[config.mk]
export PLATFORM = sky130hd
export DESIGN_NAME = exe_mdu_ctrl
export DESIGN_NICKNAME = d
export VERILOG_FILES = /design/src/rtl/mdu_pkg.sv /design/src/rtl/mdu_step.sv /design/src/rtl/exe_mdu_ctrl.sv
export VERILOG_INCLUDE_DIRS = /design/src /design/src/rtl
export SDC_FILE = /design/constraint.sdc
export NUM_CORES = 2
export LEC_CHECK = 0
export CORE_MARGIN = 2
export CORE_UTILIZATION = 39
export CTS_CLUSTER_SIZE = 20
export DETAILED_ROUTE_END_ITERATION = 6
export PLACE_DENSITY = 0.62
export SYNTH_ARGS = -nofsm -noshare
export SYNTH_HDL_FRONTEND = slang
export SYNTH_SLANG_ARGS = --single-unit
export TNS_END_PERCENT = 1
[constraint.sdc]
create_clock -name clk -period 5.5 [get_ports clk]
set_input_delay 1.65 -clock clk [delete_from_list [all_inputs] [get_ports clk]]
set_output_delay 1.65 -clock clk [all_outputs]
set_load 0.02 [all_outputs]
[src/rtl/sys_defs.svh]
// System-wide datapath definitions shared by execute-stage units.
`ifndef SYS_DEFS_SVH
`define SYS_DEFS_SVH

`define DATA_WIDTH 64

`endif

[src/rtl/mdu_pkg.sv]
// Types and constants for the iterative multiply/divide unit.
`include "sys_defs.svh"

package mdu_pkg;

    localparam int DW = `DATA_WIDTH;

    // Down-counter width; it is loaded with DW-1 and steps to zero.
    localparam int MDU_CNT_W = $clog2(DW);
    localparam logic [MDU_CNT_W-1:0] MDU_CNT_LOAD = MDU_CNT_W'(DW - 1);

    typedef enum logic [2:0] {
        MDU_MUL   = 3'd0,
        MDU_MULHU = 3'd1,
        MDU_DIV   = 3'd2,
        MDU_DIVU  = 3'd3,
        MDU_REM   = 3'd4,
        MDU_REMU  = 3'd5
    } mdu_op_e;

    typedef enum logic [1:0] {
        ST_IDLE = 2'd0,
        ST_CALC = 2'd1,
        ST_DONE = 2'd2
    } mdu_state_e;

    function automatic logic is_div_op(input logic [2:0] op);
        return (op == MDU_DIV) || (op == MDU_DIVU) || (op == MDU_REM) || (op == MDU_REMU);
    endfunction

    function automatic logic is_signed_op(input logic [2:0] op);
        return (op == MDU_DIV) || (op == MDU_REM);
    endfunction

    function automatic logic is_legal_op(input logic [2:0] op);
        return op <= MDU_REMU;
    endfunction

endpackage

[src/rtl/mdu_step.sv]
// One iteration of shift-add multiply or restoring divide.
// Multiply: acc = {partial high, remaining multiplier}, shifts right.
// Divide:   acc = {partial remainder, dividend/quotient}, shifts left.
module mdu_step
    import mdu_pkg::*;
(
    input  logic            is_div,
    input  logic [2*DW-1:0] acc,
    input  logic [DW-1:0]   operand,
    output logic [2*DW-1:0] acc_next,
    output logic            q_bit
);

    logic [DW:0] mul_sum;
    logic [DW:0] rem_shift;
    logic [DW:0] rem_diff;

    // Single combinational step; the borrow bit of the trial subtract picks the quotient bit.
    always_comb begin
        mul_sum   = {1'b0, acc[2*DW-1:DW]} + (acc[0] ? {1'b0, operand} : {(DW+1){1'b0}});
        rem_shift = {acc[2*DW-1:DW], acc[DW-1]};
        rem_diff  = rem_shift - {1'b0, operand};
        q_bit     = 1'b0;
        acc_next  = {mul_sum, acc[DW-1:1]};
        if (is_div) begin
            q_bit    = ~rem_diff[DW];
            acc_next = {(q_bit ? rem_diff[DW-1:0] : rem_shift[DW-1:0]), acc[DW-2:0], q_bit};
        end
    end

endmodule

[src/rtl/exe_mdu_ctrl.sv]
// Iterative multiply/divide sequencer beside the execute stage.
//
// state | meaning
// IDLE  | ready for a new operation
// CALC  | one multiply/divide step per cycle, counter counts down to 0
// DONE  | result held until writeback takes it
module exe_mdu_ctrl
    import mdu_pkg::*;
(
    input  logic          clk,
    input  logic          rst,
    input  logic          flush,
    input  logic          req_valid,
    output logic          req_ready,
    input  logic [2:0]    req_op,
    input  logic [4:0]    req_rd,
    input  logic [DW-1:0] op1,
    input  logic [DW-1:0] op2,
    output logic          resp_valid,
    input  logic          resp_ready,
    output logic [DW-1:0] resp_data,
    output logic [4:0]    resp_rd,
    output logic          busy
);

    localparam logic [DW-1:0] MOST_NEG = {1'b1, {(DW-1){1'b0}}};

    mdu_state_e           state;
    logic [MDU_CNT_W-1:0] cnt;
    logic [2:0]           op_q;
    logic [2*DW-1:0]      acc;
    logic [DW-1:0]        operand_q;
    logic                 neg_q;
    logic                 neg_r;

    logic [2*DW-1:0]      acc_next;
    logic                 q_bit;

    logic                 acc_div;
    logic                 req_div;
    logic                 req_signed;
    logic [DW-1:0]        mag1;
    logic [DW-1:0]        mag2;
    logic                 special;
    logic [DW-1:0]        special_data;
    logic [DW-1:0]        quot;
    logic [DW-1:0]        rem;
    logic [DW-1:0]        final_data;

    assign req_ready  = (state == ST_IDLE);
    assign busy       = (state != ST_IDLE);
    assign resp_valid = (state == ST_DONE);
    assign acc_div    = is_div_op(op_q);

    mdu_step u_step (
        .is_div   (acc_div),
        .acc      (acc),
        .operand  (operand_q),
        .acc_next (acc_next),
        .q_bit    (q_bit)
    );

    // Accept-time decode: operand magnitudes and results that need no iteration.
    always_comb begin
        req_div      = is_div_op(req_op);
        req_signed   = is_signed_op(req_op);
        mag1         = (req_signed && op1[DW-1]) ? (~op1 + 1'b1) : op1;
        mag2         = (req_signed && op2[DW-1]) ? (~op2 + 1'b1) : op2;
        special      = 1'b0;
        special_data = '0;
        if (!is_legal_op(req_op)) begin
            special = 1'b1;
        end else if (req_div && (op2 == '0)) begin
            special      = 1'b1;
            special_data = ((req_op == MDU_DIV) || (req_op == MDU_DIVU)) ? {DW{1'b1}} : op1;
        end else if (req_signed && (op1 == MOST_NEG) && (op2 == {DW{1'b1}})) begin
            special      = 1'b1;
            special_data = (req_op == MDU_DIV) ? op1 : '0;
        end
    end

    // Final step result with sign correction applied to quotient and remainder.
    always_comb begin
        quot = {acc_next[DW-1:1], q_bit};
        rem  = acc_next[2*DW-1:DW];
        case (op_q)
            MDU_MUL:            final_data = acc_next[DW-1:0];
            MDU_MULHU:          final_data = acc_next[2*DW-1:DW];
            MDU_DIV, MDU_DIVU:  final_data = neg_q ? (~quot + 1'b1) : quot;
            MDU_REM, MDU_REMU:  final_data = neg_r ? (~rem + 1'b1) : rem;
            default:            final_data = '0;
        endcase
    end

    // Sequencer FSM: reset beats flush, flush beats any handshake.
    always_ff @(posedge clk) begin
        if (rst) begin
            state     <= ST_IDLE;
            cnt       <= '0;
            op_q      <= MDU_MUL;
            acc       <= '0;
            operand_q <= '0;
            neg_q     <= 1'b0;
            neg_r     <= 1'b0;
            resp_data <= '0;
            resp_rd   <= '0;
        end else if (flush) begin
            state <= ST_IDLE;
        end else begin
            case (state)
                ST_IDLE: begin
                    if (req_valid) begin
                        op_q    <= req_op;
                        resp_rd <= req_rd;
                        cnt     <= MDU_CNT_LOAD;
                        if (special) begin
                            resp_data <= special_data;
                            state     <= ST_DONE;
                        end else begin
                            acc       <= {{DW{1'b0}}, (req_div ? mag1 : op2)};
                            operand_q <= req_div ? mag2 : op1;
                            neg_q     <= req_signed && (op1[DW-1] ^ op2[DW-1]);
                            neg_r     <= req_signed && op1[DW-1];
                            state     <= ST_CALC;
                        end
                    end
                end
                ST_CALC: begin
                    acc <= acc_next;
                    cnt <= cnt - 1'b1;
                    if (cnt == '0) begin
                        resp_data <= final_data;
                        state     <= ST_DONE;
                    end
                end
                ST_DONE: begin
                    if (resp_ready) begin
                        state <= ST_IDLE;
                    end
                end
                default: state <= ST_IDLE;
            endcase
        end
    end

endmodule

==> flow_summary.json <==
{
  "yosysWarnings": 0,
  "synth_flop_cell": "dfxtp_1",
  "grt_max_degree": 255,
  "grt-ovfl-total": 0,
  "powerDensity_nw_per_um2": 205,
  "die_h_um": 284,
  "wl_um": 150000,
  "critPathMaxFanout": 9,
  "max-cap-violations": 0,
  "core_um2": 77600,
  "num_rows": 102,
  "crit_arrival_ps": 5720,
  "yosysSeqAreaShare": 0.179,
  "synth_cell_type_count": 106,
  "ir_worst_vdd_mv": 0.196,
  "synth_common_cells": "636 x nor2_1, 562 x nand2_1, 512 x a21oi_1",
  "grt_pass1_wl_um": 221000,
  "synthCells": 4612,
  "syn_nets": 4892,
  "finClkSkew_ps": 26.3,
  "antenna_found_initial": 4,
  "crit_type": "reg2reg",
  "drive_gt1_frac": 0.158,
  "hp-class": "reg2reg",
  "clock_sinks": 274,
  "clock_path_buffers": 3,
  "multi_input_area_um2": 23600,
  "regArea_um2": 5490,
  "setup_viol": 0,
  "final_util": 0.507,
  "yosysMostFrequentCell": "nor2_1",
  "period_needed_ps": 5320,
  "clk_latency_ps": 570,
  "num_vias": 38300,
  "fmax_ghz": 0.188,
  "hold_viol_final": 0,
  "yosys.area.top_type_share": 0.179,
  "clockRootBuffer": "clkbuf_16",
  "routedWlPerCell_um": 24.0,
  "gp_congestion": 1.08,
  "ys_top_cells_by_area": "dfxtp_1 18%, a21oi_1 8.4%, nor2_1 7.8%, nand2_1 6.9%, o21ai_0 6.1%",
  "floorplan.initialDensity": 0.394,
  "ant_nets": 0,
  "nNetsFinal": 5485,
  "cp_data_required_time_ps": 5900,
  "ios": 213,
  "start_kind": "register",
  "syn_to_final_growth_pct": 28.5,
  "status": "finished clean",
  "maxSlewViolCount": 0,
  "cts_tree": "yes",
  "final_cell_area_um2": 39300,
  "cts_buffers": 35,
  "netlist_area_um2": 30600,
  "cts_max_level": 2,
  "cts_hold_buf": 0,
  "p_leak_nw": 16.0,
  "ys_ff_latch": 274,
  "async_flop_share": 0,
  "drtIter0Drc": 5639,
  "grtUsageTotal": 0.354,
  "drc": 0,
  "total_power_mw": 8.06,
  "synth_top_area_cell": "dfxtp_1",
  "dp_hpwl_um": 121000,
  "die_w_um": 284,
  "die_area_um2": 80700,
  "synth_edf_count": 0,
  "dpl_cell_area_um2": 37900,
  "nFillCells": 8036,
  "slew_headroom": 0.0528,
  "clk_pin_slew_ps": 60,
  "finalCritPeriodShare": 0.967,
  "rsz0062_at_grt": "yes",
  "fin_hold_ws_ps": 452,
  "grt_pass1_vias": 34400,
  "first_pass_iters": 6,
  "syn_avg_cell_area_um2": 6.63,
  "port_buffers": 212,
  "cp-end-kind": "register",
  "vias_per_cell": 6.11,
  "tightest_slew_ps": 1420
}
-- kinds of logic (layout without fill, tap and decap cells) --
kind of cell	count (synthesis)	after routing	synth area share
AOI/OAI and AO/OA	1539	1539	0.318
buffers and inverters	441	1059	0.0575
other	0	1	0
and+or+nand+nor	1837	1837	0.276
muxes	62	62	0.0205
xor gates and xnor gates	320	320	0.0916
adders and majority gates	139	139	0.0573
DFF	274	274	0.179
-- worst max-delay path, stage by stage (launching register included) --
cell and delay, ps:
dfxtp_2 380, and2_1 180, ha_1 250, fa_1 440, a21oi_2 240, o22ai_2 180
buf_4 170, o21ai_0 260, o211ai_1 290, a21oi_1 440, xor2_1 210, o221a_2 260
nand4bb_1 240, nor4_4 330, buf_4 180, nand2_2 40, buf_4 190, nor3_4 180
buf_4 170, a211oi_1 70, a2111oi_0 310, a211oi_1 140
-- repair_timing --
action | CTS | global route
cloned | 0 | 0
setup buffers | 0 | 3
hold endpoints to repair | 0 | 0
pin swaps | 0 | 10
setup endpoints to repair | 12 | 32
gates resized for setup | 7 | 30
-- cell type report --
type,instances,area share
Antenna cell,1,0.0000637
Timing Repair Buffer,870,0.184
Tap cell,1040,0.0331
Clock buffer,48,0.0258
Sequential cell,274,0.140
Inverter,127,0.0121
Multi-Input combinational cell,3897,0.600
Clock inverter,14,0.00427
-- worst paths after layout --
path	cells after the start	slack (ps)	endpoint	from
min reg2reg	2	450	resp_rd[2]	resp_rd[2]
max	21	180	resp_data[57]	acc[0]
min	2	450	resp_rd[2]	resp_rd[2]
max reg2reg	21	180	resp_data[57]	acc[0]
-- power by group --
| part | leakage [nW] | switching, mW | internal (mW) |
|---|---|---|---|
| Sequential | 2.23 | 0.108 | 2.08 |
| Clock | 0.590 | 1.02 | 1.44 |
| Combinational | 13.2 | 2.08 | 1.33 |
| Total | 16.0 | 3.21 | 4.85 |
-- placed cells by master, fill, tap and decap left out, types with 54 or more instances in the layout --
cell type | Yosys | final
buf_4 | 2 | 643
nor2_1 | 636 | 632
nand2_1 | 562 | 561
a21oi_1 | 512 | 509
o21ai_0 | 373 | 371
dfxtp_1 | 274 | 269
clkdlybuf4s50_1 | 0 | 211
xnor2_1 | 182 | 181
nor3_1 | 144 | 140
xor2_1 | 138 | 136
ha_1 | 137 | 136
inv_1 | 126 | 126
and2_1 | 94 | 94
nand4_1 | 86 | 86
a211oi_1 | 84 | 83
nand3_1 | 77 | 73
mux2i_1 | 57 | 57
a221oi_1 | 56 | 54
a22oi_1 | 54 | 54
-- through the flow --
step	setup TNS, ps	instances	setup WS, ps
floorplan	0	4612	164
global placement	-1620	6205	-348
detailed placement	-2180	6205	-361
CTS	0	6267	0.346
global route	-6.36	6270	-4.89
finish	0	6271	182
-- routing by layer --
layer / GRT usage / wire [um]
met5: 0 / 25
met4: 0.129 / 6090
met3: 0.0817 / 18500
met2: 0.507 / 60100
met1: 0.512 / 65600
-- sequential cells by signal, indices dropped and copies added (netlist names) --
signal     count
acc          128
state          2
neg_q          1
cnt            6
resp_rd        5
neg_r          1
resp_data     64
operand_q     64
op_q           3
Note: power is estimated with default switching activity, not from simulation.
